===== src/rtl/matproc_pkg.sv =====
`default_nettype none
// ============================================================================
// Module      : matproc_pkg
// Description : Shared definitions for the matrix processor arithmetic units
//               (sequential multiplier and shift-subtract divider).
//               - mul_state_t : multiplier sequencing states
//               - abs_mag()   : two's complement magnitude helper
//               - DEF_WIDTH / DEF_FRAC : default operand format
// Revision    : 1.0 - initial release
// ============================================================================
package matproc_pkg;

    localparam int DEF_WIDTH = 32;
    localparam int DEF_FRAC  = 0;

    typedef enum logic [1:0] {
        IDLE      = 2'd0,
        MULTIPLY  = 2'd1,
        NORMALIZE = 2'd2
    } mul_state_t;

    // Magnitude of a sign-extended operand (operands up to 64 bits). The
    // result is unsigned, so the most negative value maps to 2^(w-1) rather
    // than wrapping back onto itself.
    function automatic logic [63:0] abs_mag(input logic signed [63:0] v);
        return v[63] ? 64'(-v) : 64'(v);
    endfunction

endpackage : matproc_pkg
`default_nettype wire


===== src/rtl/fixed_normalize.sv =====
`default_nettype none
// ============================================================================
// Module      : fixed_normalize
// Description : Combinational round / shift / saturate / negate stage that
//               turns an unsigned double-width magnitude plus a sign into a
//               signed WIDTH-bit fixed-point result.
// Ports       : acc      in  2*WIDTH  unsigned product magnitude
//               sign     in  1        result sign (1 = negative)
//               product  out WIDTH    signed, rounded, saturated result
//               overflow out 1        1 when the result was saturated
// Revision    : 1.0 - initial release
// ============================================================================
module fixed_normalize #(
    parameter int WIDTH = 32,
    parameter int FRAC  = 0
) (
    input  logic [2*WIDTH-1:0] acc,
    input  logic               sign,
    output logic [WIDTH-1:0]   product,
    output logic               overflow
);

    localparam int ACCW = 2 * WIDTH;
    // Largest representable positive magnitude, and the negative one which
    // is one larger.
    localparam logic [ACCW-1:0] POS_MAX = (ACCW'(1) << (WIDTH - 1)) - ACCW'(1);
    localparam logic [ACCW-1:0] NEG_MAX = ACCW'(1) << (WIDTH - 1);

    logic [ACCW-1:0]  mag;
    logic [WIDTH-1:0] mag_lo;

    // Rounding is applied to the magnitude, so ties go away from zero for
    // both signs. The accumulator never exceeds 2^(2W-2), so adding the
    // half-LSB cannot carry out of ACCW bits.
    if (FRAC > 0) begin : g_round
        localparam logic [ACCW-1:0] HALF = ACCW'(1) << (FRAC - 1);
        assign mag = (acc + HALF) >> FRAC;
    end else begin : g_no_round
        assign mag = acc;
    end

    assign mag_lo = mag[WIDTH-1:0];

    always_comb begin
        product  = sign ? -mag_lo : mag_lo;
        overflow = 1'b0;
        if (!sign && (mag > POS_MAX)) begin
            product  = POS_MAX[WIDTH-1:0];
            overflow = 1'b1;
        end else if (sign && (mag > NEG_MAX)) begin
            product  = NEG_MAX[WIDTH-1:0];
            overflow = 1'b1;
        end
    end

endmodule : fixed_normalize
`default_nettype wire


===== src/rtl/seq_multiplier.sv =====
`default_nettype none
// ============================================================================
// Module      : seq_multiplier
// Description : Sequential signed fixed-point shift-and-add multiplier.
//               A start pulse samples the operands; WIDTH+1 cycles later a
//               rounded, saturated result is registered and finished rises.
// Ports       : clk          in  1      clock, rising edge
//               rst_n        in  1      synchronous active-low reset
//               start        in  1      launch / restart, samples operands
//               multiplicand in  WIDTH  signed operand A
//               multiplier   in  WIDTH  signed operand B
//               product      out WIDTH  registered signed result
//               overflow     out 1      registered, last result saturated
//               finished     out 1      high while idle
// Revision    : 1.0 - initial release
// ============================================================================
module seq_multiplier
    import matproc_pkg::*;
#(
    parameter int WIDTH = DEF_WIDTH,   // 2..64
    parameter int FRAC  = DEF_FRAC     // 0..WIDTH-1
) (
    input  logic             clk,
    input  logic             rst_n,
    input  logic             start,
    input  logic [WIDTH-1:0] multiplicand,
    input  logic [WIDTH-1:0] multiplier,
    output logic [WIDTH-1:0] product,
    output logic             overflow,
    output logic             finished
);

    localparam int CW = $clog2(WIDTH);
    localparam logic [CW-1:0] LAST = CW'(WIDTH - 1);

    mul_state_t         state;
    logic [CW-1:0]      count;
    logic [2*WIDTH-1:0] acc;
    logic [WIDTH-1:0]   mag_a;
    logic [WIDTH-1:0]   mag_b;
    logic               sign;

    logic signed [63:0] ext_a;
    logic signed [63:0] ext_b;
    logic [WIDTH-1:0]   norm_product;
    logic               norm_overflow;

    assign ext_a = 64'($signed(multiplicand));
    assign ext_b = 64'($signed(multiplier));

    fixed_normalize #(
        .WIDTH (WIDTH),
        .FRAC  (FRAC)
    ) u_normalize (
        .acc      (acc),
        .sign     (sign),
        .product  (norm_product),
        .overflow (norm_overflow)
    );

    always_ff @(posedge clk) begin
        if (!rst_n) begin
            state    <= IDLE;
            finished <= 1'b1;
            product  <= '0;
            overflow <= 1'b0;
            count    <= '0;
            acc      <= '0;
            mag_a    <= '0;
            mag_b    <= '0;
            sign     <= 1'b0;
        end else if (start) begin
            // Accepted in every state; an operation in flight is dropped
            // without touching product/overflow.
            sign     <= multiplicand[WIDTH-1] ^ multiplier[WIDTH-1];
            mag_a    <= WIDTH'(abs_mag(ext_a));
            mag_b    <= WIDTH'(abs_mag(ext_b));
            acc      <= '0;
            count    <= '0;
            state    <= MULTIPLY;
            finished <= 1'b0;
        end else begin
            case (state)
                MULTIPLY: begin
                    if (mag_b[count]) begin
                        acc <= acc + ({{WIDTH{1'b0}}, mag_a} << count);
                    end
                    count <= count + 1'b1;
                    if (count == LAST) begin
                        state <= NORMALIZE;
                    end
                end
                NORMALIZE: begin
                    product  <= norm_product;
                    overflow <= norm_overflow;
                    state    <= IDLE;
                    finished <= 1'b1;
                end
                default: begin
                    state    <= IDLE;
                    finished <= 1'b1;
                end
            endcase
        end
    end

endmodule : seq_multiplier
`default_nettype wire

===== config.mk =====
export PLATFORM = sky130hd
export DESIGN_NAME = seq_multiplier
export DESIGN_NICKNAME = d
export VERILOG_FILES = /design/src/rtl/matproc_pkg.sv /design/src/rtl/fixed_normalize.sv /design/src/rtl/seq_multiplier.sv
export SDC_FILE = /design/constraint.sdc
export NUM_CORES = 1
export LEC_CHECK = 0
export CAP_MARGIN = 20
export CORE_ASPECT_RATIO = 2
export CORE_MARGIN = 8
export CORE_UTILIZATION = 45
export CTS_CLUSTER_DIAMETER = 60
export DETAILED_ROUTE_END_ITERATION = 7
export PLACE_DENSITY_LB_ADDON = 0.12
export SYNTH_ARGS = -nofsm -noshare
export SYNTH_HDL_FRONTEND = slang
export SYNTH_SLANG_ARGS = --single-unit

===== constraint.sdc =====
create_clock -name clk -period 4.8 [get_ports clk]
set_clock_uncertainty 0.05 [all_clocks]
set_input_delay 1.2 -clock clk [delete_from_list [all_inputs] [get_ports clk]]
set_output_delay 1.2 -clock clk [all_outputs]
set_load 0.02 [all_outputs]

== Word level (Yosys, flattened, before mapping) ==
Cells that the tools add are included.
W data, S select, Z words.

* Bits in registers: 170

* Add/subtract/negate cells: 5
* Magnitude comparators: 3
* Equality and inequality tests: 5
* Shift-type cells: 1
* Mux-type cells: 14
* Bitwise gates (word level): 4
* Reduce and logical (&&, ||, !) cells: 7

{| class="wikitable"
|+ Operators by type and width
! kind !! number
|-
| $mux W32 || 5
|-
| $neg A32 Y32 || 3
|-
| $add A64 B64 Y64 || 1
|-
| $gt A64 B31 Y1 const B || 1
|-
| $gt A64 B32 Y1 const B || 1
|-
| $shl A32 B5 Y64 || 1
|-
| $mux W1 || 8
|-
| $lt A5 B6 Y1 const B || 1
|-
| $add A5 B1 Y5 const B || 1
|-
| $bmux W1 S5 || 1
|-
| $eq A5 B5 Y1 const B || 1
|-
| $reduce_and A2 Y1 || 2
|-
| $ne A3 B3 Y1 const B || 1
|-
| $not A1 Y1 || 3
|-
| $reduce_or A3 Y1 || 1
|-
| $eq A2 B1 Y1 const B || 1
|-
| $eq A2 B2 Y1 const B || 1
|-
| $logic_and A1 B1 Y1 || 2
|-
| $ne A2 B2 Y1 const B || 1
|-
| $reduce_or A2 Y1 || 1
|-
| $logic_not A1 Y1 || 1
|-
| $xor A1 B1 Y1 || 1
|}

== Depth between registers and ports, before layout ==
Gate-level depths: netlist of run 1.

* Depth after elaboration: 4
* Mapped depth: 22
* Mapped depth without buffers: 18

== Modules after synthesis ==
A second synthesis of run 1 with hierarchy kept.

* Cells, all modules: 1885
* Area total of the unflattened synthesis: 14561.5 um^2

{| class="wikitable"
|+ By module, submodules not included
! module !! times used !! cells each !! area each (um^2)
|-
| seq_multiplier || 1 || 1680 || 13196.4
|-
| fixed_normalize || 1 || 205 || 1365.1
|}

== Least setup slack after synthesis of run 1 ==
OpenSTA, ideal clock, no wires.

* Path kind: register to register
* Start: register count[1]
* End: register acc[61]
* Setup time: 126 ps
* Arrival time: 4613 ps
* Setup slack: 11 ps
* Cell stages (with the launch flop): 19
* Period minus slack after synthesis: 4789 ps
* Path through: dfxtp_1 clkbuf_1 buf_1 clkbuf_1 mux4_2 mux2i_1 nand2_1 o21ai_0 o22ai_1 ha_1 clkbuf_1 nand4_1 or3_1 a211oi_1 o21ai_1 o311a_1 nor4bb_1 or3_1 nand3_1

* Word-level cells in the longest chain between the ends: 3
* Elaborated cells between the ends (all ways): 5
* Those cells by class: add/sub (1); shift (1); mux (2); reduce/logical (1)

{| class="wikitable"
|+ RTL lines
! what !! RTL line !! source
|-
| start, declared || seq_multiplier.sv:37 || <nowiki>logic [CW-1:0] count;</nowiki>
|-
| start signal, assigned || seq_multiplier.sv:88 || <nowiki>count <= count + 1'b1;</nowiki>
|-
| parallel branches: the longest is 3 deep, another holds $add A64 B64 Y64 || - ||
|-
| end signal, assigned || seq_multiplier.sv:86 || <nowiki>acc <= acc + ({{WIDTH{1'b0}}, mag_a} << count);</nowiki>
|-
| end, declared || seq_multiplier.sv:38 || <nowiki>logic [2*WIDTH-1:0] acc;</nowiki>
|}

Several ways; the timed one is not identified. The select of a mux whose other input is x is not followed.
A chain may end at the register's enable or synchronous reset.

== Final worst setup path of run 1 ==
* Start: register count[0]
* End: register acc[43]

Same word-level chain as after synthesis.

==> flow_summary.json, run 1 <==
{
  "status": "finished, final reports clean",
  "dr.max_layer_used": "met4",
  "grt_use_total_pct": 24.0,
  "fin_cells": 2292,
  "grt_first_pass_wirelength_um": 71400,
  "wirelength_um": 45200,
  "synth_mux_area_share_pct": 11.0,
  "path_cells": "buf_12 -> mux4_2 -> a21oi_1 -> nor3_1 -> ha_1 -> a211oi_1 -> o21ai_0 -> o21ai_0 -> a21oi_1 -> o31ai_1 -> buf_4 -> a2111oi_0 -> buf_4 -> o32ai_1 -> xor2_1 -> o21ai_1",
  "overflow": 0,
  "path_buf_inv": 3,
  "cts_tree": "yes",
  "synth_edf_count": 0,
  "worstRegToRegCells": 16,
  "hold_start": "product[22]$_SDFFE_PN0P_",
  "die_y_um": 267,
  "wl_per_cell_um": 19.7,
  "met1_length_um": 19100,
  "maxSlewViolCount": 0,
  "die-area_um2": 37800,
  "cap_violations": 0,
  "setup_viol": 0,
  "worstMarginPinSlew_ns": 0.822,
  "initial_core_util_pct": 45.3,
  "setup_tns_ns": 0,
  "critPathTopFamily": "compound AO/OA/AOI/OAI gates",
  "dp_cells": 2259,
  "async_reset_ff_share_pct": 0,
  "routed_via_density": 6.00,
  "cts_htree_levels": 4,
  "finalCritPeriodShare_pct": 95.2,
  "synthSimpleGateAreaFrac_pct": 21.4,
  "hold_class": "reg2reg",
  "chipWidth_um": 142,
  "ctsHoldBuffers": 0,
  "wl_met3_um": 1970,
  "worst_slack_ns": 0.228,
  "core_um2": 31300,
  "ys_ff_latch": 170,
  "cts_repair_resize_count": 0,
  "regToRegSetupSlack_ns": 0.23,
  "worstSetupPathType": "reg2reg",
  "post_cts_buffers": 0,
  "fmax_mhz": 219,
  "avgSynthCellArea_um2": 7.83,
  "first_global_vias": 13100,
  "min_to": "product[22]$_SDFFE_PN0P_",
  "rows": 92,
  "place_hpwl_um": 35300,
  "synth_flop_cell": "dfxtp_1",
  "clockRootBuffer": "clkbuf_16",
  "drtPass1Iterations": 5,
  "yosysSeqAreaShare_pct": 24.0,
  "slowest_stage": "o32ai_1",
  "routabilityCongestion": 0.932,
  "wl_met2_um": 22300,
  "worstPathRequired_ns": 5.11,
  "power_density_nw_per_um2": 227,
  "synth_nets": 1946,
  "yosys_warnings": 0,
  "cts.sinks": 170,
  "hold_viol_final": 0,
  "r2r-end": "acc[43]$_SDFFE_PP0P_",
  "p_leak_nw": 6.37,
  "rsz0062_at_grt": "false",
  "relSlewSlack_pct": 44.7,
  "crit_fanout": 40,
  "peakVddDrop_mv": 0.277,
  "antenna_found_initial": 1,
  "syn2layout_area_growth_pct": 15.2,
  "synth_compound_area_share_pct": 25.8,
  "yosysUniqueCellTypes": 79,
  "layout-drive-gt1-share_pct": 9.69,
  "clock_path_buffers": 2,
  "grt_max_degree": 71,
  "synth_xor_area_share_pct": 7.23,
  "cts.clk_slew.worst_paths_ns": 0.08,
  "boundaryPins": 101,
  "finalNetCount": 1991,
  "synth_fa_ha_area_share_pct": 6.14,
  "fillers": 3138,
  "hold_ws_ns": 0.392,
  "r2r_start": "count[0]$_SDFFE_PP0N_",
  "port_buffers": 100,
  "syn_area_um2": 14200,
  "cts_made_buffers": 17,
  "drtAntennaViolNets": 0,
  "fin_crit_ns": 4.57,
  "netlist_instances": 1810,
  "clk_latency_ns": 0.47,
  "drcViolationCount": 0,
  "vias": 13800,
  "startpoint_type": "flop",
  "synth_top_family_by_area": "compound AO/OA/AOI/OAI gates",
  "worstPathArrival_ns": 4.88,
  "post-place-ws_ns": 0.216,
  "slowest_delay_ns": 0.61,
  "end_kind": "flop",
  "min_path_cells": 2,
  "drtIter0Drc": 1117
}
-- registers in the layout (all words and copies together), names as in the netlist --
signal	count
sign	1
mag_a	32
acc	64
count	5
mag_b	32
overflow	1
product	32
finished	1
state	2
-- synthesized netlist by cell type, types with 34 or more instances --
library cell  number  area share (%)
a21oi_1          137             4.8
clkbuf_1          86             2.3
dfxtp_1          170              24
ha_1              68             6.0
inv_1             41             1.1
mux2i_1           64             4.5
mux4_2            34             5.4
nand2_1          226             6.0
nand3_1           36             1.3
nand4_1           35             1.5
nor2_1           166             4.4
o211a_1           35             2.5
o21ai_0          114             4.0
xnor2_1           42             2.6
xor2_1            75             4.6
-- cell families after synthesis --
group / after synthesis
AOI/OAI and AO/OA: 540
xor gates and xnor gates: 117
adders and majority gates: 69
buffers and inverters: 160
DFF: 170
muxes: 112
and+or+nand+nor: 642
-- power by group --
group / switching, mW / internal, mW
clock: 0.695 / 0.850
sequential: 0.0480 / 1.46
combinational: 0.365 / 0.288
total: 1.11 / 2.59
-- layout make-up --
cell class                      count  area, um^2  share of cell area [%]
Timing Repair Buffer              144        1380                    8.47
Clock inverter                     15         226                    1.39
Antenna cell                        1        2.50                  0.0153
Tap cell                          423         529                    3.24
Sequential cell                   170        3410                    20.9
Multi-Input combinational cell   1480       10200                    62.5
Inverter                           42         158                   0.965
Clock buffer                       17         425                    2.60
-- metrics by stage --
step                utilization, %  power [mW]  cell area, um^2
floorplan                        -        1.95            14200
global placement              50.0        2.18            15600
detailed placement            50.0        2.18            15600
CTS                           52.0        3.73            16300
global route                  52.2        3.86            16300
finish                        52.2        3.70            16300
-- cells in the final DEF (no fill, tap or decap), types with 11 or more instances in the layout --
cell             Yosys  final
a211oi_1            12     11
a21o_1              26     26
a21oi_1            137    135
and2_1              17     16
and3_1              15     15
buf_4                2     39
clkbuf_16            0     17
clkdlybuf4s50_1      0     98
dfxtp_1            170    167
ha_1                68     68
inv_1               41     41
mux2_2              14     14
mux2i_1             64     64
mux4_2              34     34
nand2_1            226    226
nand3_1             36     36
nand4_1             35     35
nor2_1             166    166
nor2b_1             21     20
nor3_1              30     29
nor4_1              17     17
o211a_1             35     35
o211ai_1            21     21
o21a_1              15     15
o21ai_0            114    113
o21bai_1            26     26
o221a_2             17     17
o22ai_1             23     23
o31ai_1             26     26
o41ai_1             11     11
or3_1               29     29
or4_1               11     11
xnor2_1             42     42
xor2_1              75     75
-- worst max path at each step --
stage | from | endpoint | slack [ns] | depth (start not counted)
3_5_place_dp | count[0]$_SDFFE_PP0N_ | acc[58]$_SDFFE_PP0P_ | 0.22 | 17
5_1_grt | count[0]$_SDFFE_PP0N_ | acc[63]$_SDFFE_PP0P_ | 0.02 | 16
3_3_place_gp | count[0]$_SDFFE_PP0N_ | acc[54]$_SDFFE_PP0P_ | 0.18 | 17
2_1_floorplan | count[1]$_SDFFE_PP0N_ | acc[61]$_SDFFE_PP0P_ | 0.01 | 18
4_1_cts | count[0]$_SDFFE_PP0N_ | acc[58]$_SDFFE_PP0P_ | 0.17 | 17
6_report | count[0]$_SDFFE_PP0N_ | acc[43]$_SDFFE_PP0P_ | 0.23 | 16
-- routing by layer --
metal / GRT usage [%] / vias up
li1: - / 6805
met1: 29.0 / 6492
met2: 41.2 / 385
met3: 3.06 / 74
met4: 11.4 / 0
met5: 0 / -
-- tightest hold or removal path: stages (launching register included) --
cell,delay (ns)
dfxtp_1,0.31
nand2_1,0.05
nand2_1,0.04
Power figures use the tool's default switching activity.
==> run 2, diff against run 1 <==
--- a/config.mk
+++ b/config.mk
@@ -5,7 +5,7 @@
 export SDC_FILE = /design/constraint.sdc
 export NUM_CORES = 1
 export LEC_CHECK = 0
-export CAP_MARGIN = 20
+export CAP_MARGIN = 10
 export CORE_ASPECT_RATIO = 2
 export CORE_MARGIN = 8
 export CORE_UTILIZATION = 45
==> results of run 2 <==
Same layout as run 1: the final DEF is identical, and so are final timing and power.
